File: src/rtl/dft_sample_writer_pkg.sv
// Shared types and helpers for the DFT input-FIFO sample writer.
// Holds the FSM state type, decimator widths and the offset-binary to two's-complement helper.
package dft_sample_writer_pkg;

  localparam int DSH_W_DEF = 3;
  // Headroom bits for the averaging accumulator (2^(2^DSH_W - 1) samples at most).
  localparam int ACC_EXT   = 7;

  typedef enum logic [1:0] {
    S_IDLE,
    S_WIN_CHK,
    S_FILL,
    S_SKIP
  } state_t;

  // XOR mask that turns an offset-binary word of width w into two's complement.
  function automatic logic [31:0] offset_mask(input int unsigned w);
    return 32'd1 << (w - 1);
  endfunction

endpackage

File: src/rtl/dft_sample_writer_if.sv
// FIFO write port between the sample writer (master) and the DFT input FIFO (slave).
interface dft_sample_writer_if #(
  parameter int DATA_IN_W = 12,
  parameter int FREE_W    = 6
);
  logic [DATA_IN_W-1:0] fifo_wdata;
  logic                 fifo_wr;
  logic                 fifo_full;
  logic [FREE_W-1:0]    fifo_free;

  modport master (output fifo_wdata, output fifo_wr, input fifo_full, input fifo_free);
  modport slave  (input fifo_wdata, input fifo_wr, output fifo_full, output fifo_free);
endinterface

File: src/rtl/dft_sample_writer_decimator.sv
// Decimate-by-2^dsh front end: phase counter plus, with DFT_SAMPLE_WRITER_AVG_EN, a group averager.
// Without the macro the first sample of each group is passed through combinationally.
module dft_sample_writer_decimator
  import dft_sample_writer_pkg::*;
#(
  parameter int DATA_IN_W = 12,
  parameter int DSH_W     = DSH_W_DEF
) (
  input  logic                 clk,
  input  logic                 rst,
  input  logic                 clr,
  input  logic [DSH_W-1:0]     dsh,
  input  logic [DATA_IN_W-1:0] adc_data,
  input  logic                 adc_valid,
  output logic [DATA_IN_W-1:0] smp_data,
  output logic                 smp_valid
);
  localparam int PH_W = (1 << DSH_W) - 1;
  localparam logic [DATA_IN_W-1:0] SIGN_FLIP = DATA_IN_W'(offset_mask(DATA_IN_W));

  logic [PH_W-1:0]      phase_q, phase_d, ph_last;
  logic [DATA_IN_W-1:0] conv;

  always_comb begin
    conv    = adc_data ^ SIGN_FLIP;
    ph_last = (PH_W'(1) << dsh) - PH_W'(1);
    phase_d = phase_q;
    if (clr)
      phase_d = '0;
    else if (adc_valid)
      phase_d = (phase_q == ph_last) ? '0 : phase_q + PH_W'(1);
  end

  always_ff @(posedge clk or posedge rst) begin
    if (rst) phase_q <= '0;
    else     phase_q <= phase_d;
  end

`ifdef DFT_SAMPLE_WRITER_AVG_EN
  localparam int ACC_W = DATA_IN_W + ACC_EXT;

  logic signed [ACC_W-1:0] acc_q, acc_d, acc_base, acc_sum;
  logic [DATA_IN_W-1:0]    out_data_q, out_data_d;
  logic                    out_valid_q, out_valid_d;

  always_comb begin
    // The first sample of a group restarts the sum rather than adding to it.
    acc_base    = (phase_q == '0) ? '0 : acc_q;
    acc_sum     = acc_base + ACC_W'(signed'(conv));
    acc_d       = adc_valid ? acc_sum : acc_q;
    out_valid_d = adc_valid && !clr && (phase_q == ph_last);
    out_data_d  = out_valid_d ? DATA_IN_W'(acc_sum >>> dsh) : out_data_q;
  end

  always_ff @(posedge clk or posedge rst) begin
    if (rst) begin
      acc_q       <= '0;
      out_data_q  <= '0;
      out_valid_q <= 1'b0;
    end else begin
      acc_q       <= acc_d;
      out_data_q  <= out_data_d;
      out_valid_q <= out_valid_d;
    end
  end

  assign smp_data  = out_data_q;
  assign smp_valid = out_valid_q;
`else
  assign smp_data  = conv;
  assign smp_valid = adc_valid && !clr && (phase_q == '0);
`endif

endmodule

File: src/rtl/dft_sample_writer.sv
// Producer end of the DFT input FIFO: writes whole DFT_N-point windows of decimated, signed samples.
// Define DFT_SAMPLE_WRITER_AVG_EN to average each decimation group instead of picking its first sample.
module dft_sample_writer
  import dft_sample_writer_pkg::*;
#(
  parameter int DATA_IN_W = 12,
  parameter int DFT_N     = 16,
  parameter int FREE_W    = 6,
  parameter int WIN_W     = 16,
  parameter int DSH_W     = DSH_W_DEF
) (
  input  logic                 clk,
  input  logic                 rst,
  input  logic [DATA_IN_W-1:0] adc_data,
  input  logic                 adc_valid,
  input  logic                 start,
  input  logic                 stop,
  input  logic [DSH_W-1:0]     decim_sh,
  input  logic [WIN_W-1:0]     n_windows,
  dft_sample_writer_if.master  fifo,
  output logic                 busy,
  output logic                 done,
  output logic [15:0]          drop_cnt,
  output logic                 ovf_err
);
  localparam int PTS_W = $clog2(DFT_N + 1);
  localparam logic [PTS_W-1:0]  PTS_LAST = PTS_W'(DFT_N);
  localparam logic [FREE_W:0]   ROOM_MIN = (FREE_W + 1)'(DFT_N);

  state_t               state_q;
  logic                 busy_q, done_q, wr_q, ovf_q, stop_pend_q;
  logic [DATA_IN_W-1:0] wdata_q;
  logic [PTS_W-1:0]     pts_q;
  logic [WIN_W-1:0]     win_cnt_q, nwin_q;
  logic [DSH_W-1:0]     dsh_q;
  logic [15:0]          drop_q;

  logic                 start_ok, pend, win_last, room, pts_end;
  logic [DATA_IN_W-1:0] smp_data;
  logic                 smp_valid;

  always_comb begin
    start_ok = (state_q == S_IDLE) && start && !stop;
    pend     = stop_pend_q || stop;
    win_last = (nwin_q != '0) && (win_cnt_q + WIN_W'(1) == nwin_q);
    room     = {1'b0, fifo.fifo_free} >= ROOM_MIN;
    pts_end  = (pts_q + PTS_W'(1)) == PTS_LAST;
  end

  dft_sample_writer_decimator #(
    .DATA_IN_W (DATA_IN_W),
    .DSH_W     (DSH_W)
  ) u_decim (
    .clk       (clk),
    .rst       (rst),
    .clr       (start_ok),
    .dsh       (dsh_q),
    .adc_data  (adc_data),
    .adc_valid (adc_valid),
    .smp_data  (smp_data),
    .smp_valid (smp_valid)
  );

  always_ff @(posedge clk or posedge rst) begin
    if (rst) begin
      state_q     <= S_IDLE;
      busy_q      <= 1'b0;
      done_q      <= 1'b0;
      wr_q        <= 1'b0;
      wdata_q     <= '0;
      ovf_q       <= 1'b0;
      stop_pend_q <= 1'b0;
      pts_q       <= '0;
      win_cnt_q   <= '0;
      nwin_q      <= '0;
      dsh_q       <= '0;
      drop_q      <= '0;
    end else begin
      wr_q   <= 1'b0;
      done_q <= 1'b0;
      if (wr_q && fifo.fifo_full) ovf_q <= 1'b1;
      if (busy_q && stop)         stop_pend_q <= 1'b1;
      unique case (state_q)
        S_IDLE: begin
          if (start_ok) begin
            state_q     <= S_WIN_CHK;
            busy_q      <= 1'b1;
            dsh_q       <= decim_sh;
            nwin_q      <= n_windows;
            win_cnt_q   <= '0;
            drop_q      <= '0;
            ovf_q       <= 1'b0;
            stop_pend_q <= 1'b0;
          end
        end
        S_WIN_CHK: begin
          if (pend) begin
            state_q <= S_IDLE;
            busy_q  <= 1'b0;
            done_q  <= 1'b1;
          end else if (smp_valid) begin
            pts_q <= PTS_W'(1);
            if (room) begin
              wr_q    <= 1'b1;
              wdata_q <= smp_data;
              // A one-point window is already complete on its first write.
              if (DFT_N == 1) begin
                win_cnt_q <= win_cnt_q + WIN_W'(1);
                if (win_last) begin
                  state_q <= S_IDLE;
                  busy_q  <= 1'b0;
                  done_q  <= 1'b1;
                end
              end else begin
                state_q <= S_FILL;
              end
            end else begin
              if (drop_q != 16'hFFFF) drop_q <= drop_q + 16'd1;
              if (DFT_N != 1) state_q <= S_SKIP;
            end
          end
        end
        S_FILL: begin
          if (smp_valid) begin
            wr_q    <= 1'b1;
            wdata_q <= smp_data;
            pts_q   <= pts_q + PTS_W'(1);
            if (pts_end) begin
              win_cnt_q <= win_cnt_q + WIN_W'(1);
              if (win_last || pend) begin
                state_q <= S_IDLE;
                busy_q  <= 1'b0;
                done_q  <= 1'b1;
              end else begin
                state_q <= S_WIN_CHK;
              end
            end
          end
        end
        S_SKIP: begin
          if (smp_valid) begin
            pts_q <= pts_q + PTS_W'(1);
            if (pts_end) begin
              if (pend) begin
                state_q <= S_IDLE;
                busy_q  <= 1'b0;
                done_q  <= 1'b1;
              end else begin
                state_q <= S_WIN_CHK;
              end
            end
          end
        end
        default: state_q <= S_IDLE;
      endcase
    end
  end

  assign fifo.fifo_wdata = wdata_q;
  assign fifo.fifo_wr    = wr_q;
  assign busy            = busy_q;
  assign done            = done_q;
  assign drop_cnt        = drop_q;
  assign ovf_err         = ovf_q;

endmodule

File: src/flat_wrapper.sv
// flat-port wrapper written by rule: the top's interface ports become plain ports
module dft_sample_writer_flat import dft_sample_writer_pkg::*;
#(
  parameter int DATA_IN_W = 12,
  parameter int DFT_N     = 16,
  parameter int FREE_W    = 6,
  parameter int WIN_W     = 16,
  parameter int DSH_W     = DSH_W_DEF
)
  (clk, rst, adc_data, adc_valid, start, stop, decim_sh, n_windows, busy, done, drop_cnt, ovf_err, fifo_fifo_wdata, fifo_fifo_wr, fifo_fifo_full, fifo_fifo_free);
  dft_sample_writer_if #(.DATA_IN_W(DATA_IN_W), .FREE_W(FREE_W)) fifo_i ();
  input  logic clk;
  input  logic rst;
  input  logic [DATA_IN_W-1:0] adc_data;
  input  logic adc_valid;
  input  logic start;
  input  logic stop;
  input  logic [DSH_W-1:0] decim_sh;
  input  logic [WIN_W-1:0] n_windows;
  output logic busy;
  output logic done;
  output logic [15:0] drop_cnt;
  output logic ovf_err;
  output wire logic [$bits(fifo_i.fifo_wdata)-1:0] fifo_fifo_wdata;
  output wire logic [$bits(fifo_i.fifo_wr)-1:0] fifo_fifo_wr;
  input wire logic [$bits(fifo_i.fifo_full)-1:0] fifo_fifo_full;
  input wire logic [$bits(fifo_i.fifo_free)-1:0] fifo_fifo_free;
  assign fifo_fifo_wdata = fifo_i.fifo_wdata;
  assign fifo_fifo_wr = fifo_i.fifo_wr;
  assign fifo_i.fifo_full = fifo_fifo_full;
  assign fifo_i.fifo_free = fifo_fifo_free;
  dft_sample_writer #(.DATA_IN_W(DATA_IN_W), .DFT_N(DFT_N), .FREE_W(FREE_W), .WIN_W(WIN_W), .DSH_W(DSH_W)) u_core (.clk(clk), .rst(rst), .adc_data(adc_data), .adc_valid(adc_valid), .start(start), .stop(stop), .decim_sh(decim_sh), .n_windows(n_windows), .fifo(fifo_i), .busy(busy), .done(done), .drop_cnt(drop_cnt), .ovf_err(ovf_err));
endmodule
File: config.mk
export PLATFORM = sky130hd
export DESIGN_NAME = dft_sample_writer_flat
export DESIGN_NICKNAME = d
export VERILOG_FILES = /design/src/rtl/dft_sample_writer_pkg.sv /design/src/rtl/dft_sample_writer_if.sv /design/src/rtl/dft_sample_writer_decimator.sv /design/src/rtl/dft_sample_writer.sv /design/src/flat_wrapper.sv
export SDC_FILE = /design/constraint.sdc
export NUM_CORES = 1
export LEC_CHECK = 0
export CAP_MARGIN = 20
export CELL_PAD_IN_SITES_DETAIL_PLACEMENT = 1
export CELL_PAD_IN_SITES_GLOBAL_PLACEMENT = 2
export CORE_MARGIN = 2
export CORE_UTILIZATION = 33
export DETAILED_ROUTE_END_ITERATION = 10
export HOLD_SLACK_MARGIN = 0.06
export PLACE_DENSITY = 0.81
export SLEW_MARGIN = 10
export SYNTH_ARGS = -nofsm -noshare
export SYNTH_HDL_FRONTEND = slang
export SYNTH_SLANG_ARGS = --single-unit
File: constraint.sdc
create_clock -name clk -period 3.1 [get_ports clk]
set_clock_uncertainty 0.15 [all_clocks]
set_input_delay 0.465 -clock clk [delete_from_list [all_inputs] [get_ports clk]]
set_output_delay 0.465 -clock clk [all_outputs]
set_load 0.01 [all_outputs]
==> flow_summary.yaml <==
die:
  fp-row-count: 44
  ioPinCount: 75
  start_util_pct: 33.4
  die_w_um: 125
  die_height_um: 125
  design.core.area_um2: 14400
  fp.dieArea_um2: 15500
critical_path:
  criticalPathCategory: "reg2reg"
  cp-end-kind: "flop"
  worst-r2r-cell-count: 9
  worst-endpoint-required_ns: 3.22
  worst_path_largest_cell_delay_ns: 0.45
  crit_slowest_cell: "dfrtp_2"
  cp.arrival_ns: 2.93
  path_delay_family: "simple AND/OR/NAND/NOR gates"
  cell_chain_critical_path: "ha_1 > buf_4 > xor3_1 > nor3_2 > nand4_1 > nor4_4 > nand4_1 > or4_1 > a21oi_1"
  path_max_fanout: 5
  worstReg2RegStart: "u_core.win_cnt_q[1]$_DFFE_PP0P_"
  most_numerous_cell_on_the_critical_path: "nand4_1"
  worst_r2r_endpoint: "u_core.done$_DFF_PP0_"
  critical_path.startpoint_type: "flop"
  critical_path.n_buffers_inverters: 1
  r2r_setup_slack_ns: 0.29
power_and_ir_drop:
  peak_supply_drop_mv: 0.301
  totalPowerFinal_w: 0.00457
  power_leakage_nw: 2.53
  power-per-cell-area_nw_per_um2: 753
clock_network:
  clock-sinks: 82
  htree_levels: 3
  tritoncts: "done"
  clkLatencyLatePin_ns: 0.35
  clkSlewWorstSetupHoldPaths_ns: 0.07
  cts_hold_buffers: 0
  tritoncts.num_buffers: 9
  cts_repair_resize_count: 0
  postCtsSetupBuffers: 0
  clock_tree.buffer_depth: 2
  clk_root_buffer_cell: "clkbuf_16"
worst_hold_path:
  worstHoldEndpoint: "u_core.fifo.fifo_wdata[0]$_DFFE_PP0P_"
  worstHoldPathType: "reg2reg"
  worst_hold_stages: 1
  worstHoldStart: "u_core.fifo.fifo_wdata[0]$_DFFE_PP0P_"
timing:
  final_hold_viol_count: 0
  timing.final.max_slew_violations: 0
  max_freq_mhz: 355
  max_slew.worst_pin.slew_ns: 0.733
  final_worst_path_cycle_share_pct: 90.8
  setup_viol_count_final: 0
  worst_slew_margin_rel_pct: 51.1
  finalWorstPathRequiredPeriod_ns: 2.81
  tns_ns: 0
  grt_setup_unrepaired: "no"
global_routing:
  met2_usage_pct: 29.4
  grt_remaining_overflow: 0
  grt_first_pass_wirelength_mm: 22.1
  grtUsageTotal_pct: 17.3
  global_route_layer_with_the_greatest_usage: "met2"
  number_of_global_route_vias_before_repair: 4393
  grt_util_met3_pct: 2.62
  maximum_number_of_pins_on_one_net_before_global_route_repair: 49
  grt_use_met1_pct: 22.9
  antenna_found_initial: 0
routing:
  num_vias: 4106
  number_of_design_rule_violations_left_by_the_first_detailed_router_iteration: 144
  drc_errors: 0
  wl_per_cell_um: 16.2
  drt-pass1-iter-count: 4
  total_routed_length_mm: 12.9
  via_per_inst: 5.16
  ant_nets: 0
cells_and_area:
  antenna_diodes: 0
  final_design_area_no_fill_um2: 6070
  fillCellCount: 1675
  finalCoreUtilization_pct: 42.3
  combined_area_of_the_multi_input_logic_cells_um2: 2590
  footprint_of_the_flip_flops_and_latches_um2: 2050
  final_net_count: 660
  layout-area-overhead-vs-synth_pct: 26.7
  post_route_cells_drive_above_1_share_pct: 11.3
synth:
  netlist-cell-type-count: 67
  number_of_flops_mapped_to_enable_cells_by_yosys: 0
  synth_seq_area_share_pct: 42.8
  syn-num-nets: 580
  syn-instance-count: 526
  asr_flop_ratio_synth_pct: 100
  ys.warnings.count: 0
  synthFlopType: "dfrtp_1"
  ys_ff_latch: 82
  synth.cell_area_um2: 4790
  synthesis.area_per_instance_um2: 9.12
place:
  io_buffers: 70
  place_congestion: 0.775
  post-dp-hpwl_mm: 9.29
  postPlaceCellArea_um2: 5790
outcome:
  status: "finished clean"
flow_run:
  maxCapViolations: 0
[state kept, by name, summed over array words and instances, names as in the netlist, 2 cells and up]
register                flops
u_core.nwin_q              16
u_core.pts_q                5
u_core.fifo.fifo_wdata     12
u_core.dsh_q                3
u_core.state_q              2
u_core.drop_cnt            16
u_core.u_decim.phase_q      7
u_core.win_cnt_q           16
[cells by family after synthesis]
| family | count (synthesis) | synth area share [%] |
|---|---|---|
| xor gates and xnor gates | 41 | 7.80 |
| DFF | 82 | 42.8 |
| muxes | 15 | 3.44 |
| AOI/OAI and AO/OA | 102 | 13.8 |
| adders and majority gates | 11 | 2.87 |
| and+or+nand+nor | 237 | 25.9 |
| buffers and inverters | 38 | 3.39 |
[through the flow]
step	hold slack [ns]	cells	worst slack (ns)
floorplan	0.320	526	0.305
global placement	0.338	779	0.151
detailed placement	0.344	779	0.119
CTS	0.364	795	0.127
global route	0.376	795	0.0813
finish	0.359	795	0.285
[placed cells by master, fill, tap and decap left out, types with 11 or more instances in the layout]
master	count
o21ai_1	19
o21ai_0	31
clkdlybuf4s50_1	70
dfrtp_1	81
a21oi_1	16
xnor2_1	30
nand3_1	19
buf_4	20
mux2_2	11
ha_1	11
nor2_1	39
inv_1	15
nand2_1	105
[how the worst max path moves through the flow]
stage / slack, ns / startpoint / cells after the start / end
after global routing: 0.08 / u_core.win_cnt_q[1]$_DFFE_PP0P_ / 9 / u_core.done$_DFF_PP0_
after global placement: 0.15 / stop / 8 / u_core.busy$_DFFE_PP0P_
final: 0.29 / u_core.win_cnt_q[1]$_DFFE_PP0P_ / 9 / u_core.done$_DFF_PP0_
after CTS: 0.13 / u_core.win_cnt_q[1]$_DFFE_PP0P_ / 8 / u_core.busy$_DFFE_PP0P_
after floorplan: 0.31 / u_core.win_cnt_q[0]$_DFFE_PP0P_ / 8 / u_core.busy$_DFFE_PP0P_
after detailed placement: 0.12 / stop / 8 / u_core.drop_cnt[11]$_DFFE_PP0P_
[final cells by class]
class / count / share of cell area [%]
Multi-Input combinational cell: 406 / 42.7
Sequential cell: 82 / 33.8
Timing Repair Buffer: 91 / 14.3
Clock buffer: 11 / 3.83
Tap cell: 184 / 3.79
Inverter: 16 / 1.01
Clock inverter: 5 / 0.515
[synth_stat cells, types with 2 or more instances]
cell	instances	area (um2)
nor2b_1	6	37.5
nand2_1	105	394
inv_1	16	60.1
or3_1	6	37.5
o221ai_1	3	26.3
o31ai_1	6	45.0
and3_1	5	31.3
nor4_1	5	31.3
o21ai_1	19	95.1
ha_1	11	138
dfrtp_1	82	2050
nand4_1	8	50.1
xor2_1	10	87.6
mux2i_1	3	30.0
a21oi_1	16	80.1
a211oi_1	2	15.0
nor2_1	39	146
buf_2	7	35.0
o21ai_0	31	155
nor3b_1	3	22.5
buf_4	3	22.5
mux2_2	11	124
nor4_2	2	25.0
nand3_1	19	95.1
nand4_4	3	63.8
nand3b_1	6	45.0
a311oi_1	2	17.5
nand2b_1	2	12.5
xnor2_1	30	263
clkbuf_1	12	45.0
a22o_1	2	17.5
or2_2	3	18.8
a21o_1	3	22.5
and4_1	6	52.6
nor3_1	7	35.0
[where the power goes]
part           switching (W)  leakage, nW  internal, W  total, W
Clock               0.000451        0.129     0.000541  0.000992
Combinational       0.000974         1.33     0.000910   0.00188
Sequential          0.000339         1.06      0.00136   0.00170
[worst register-to-register path, cell delays in order, from the launching register on]
cell and delay (ns):
dfrtp_2 0.45, ha_1 0.24, buf_4 0.17, xor3_1 0.35, nor3_2 0.11, nand4_1 0.16, nor4_4 0.38, nand4_1 0.14
or4_1 0.42, a21oi_1 0.16
[layer usage]
layer	part of all wire [%]	up-vias
met5	0	-
met4	1.3	0
met3	2.5	10
met2	50	45
met1	47	2055
li1	-	1996
No activity file was read; power rests on OpenSTA's default activity.
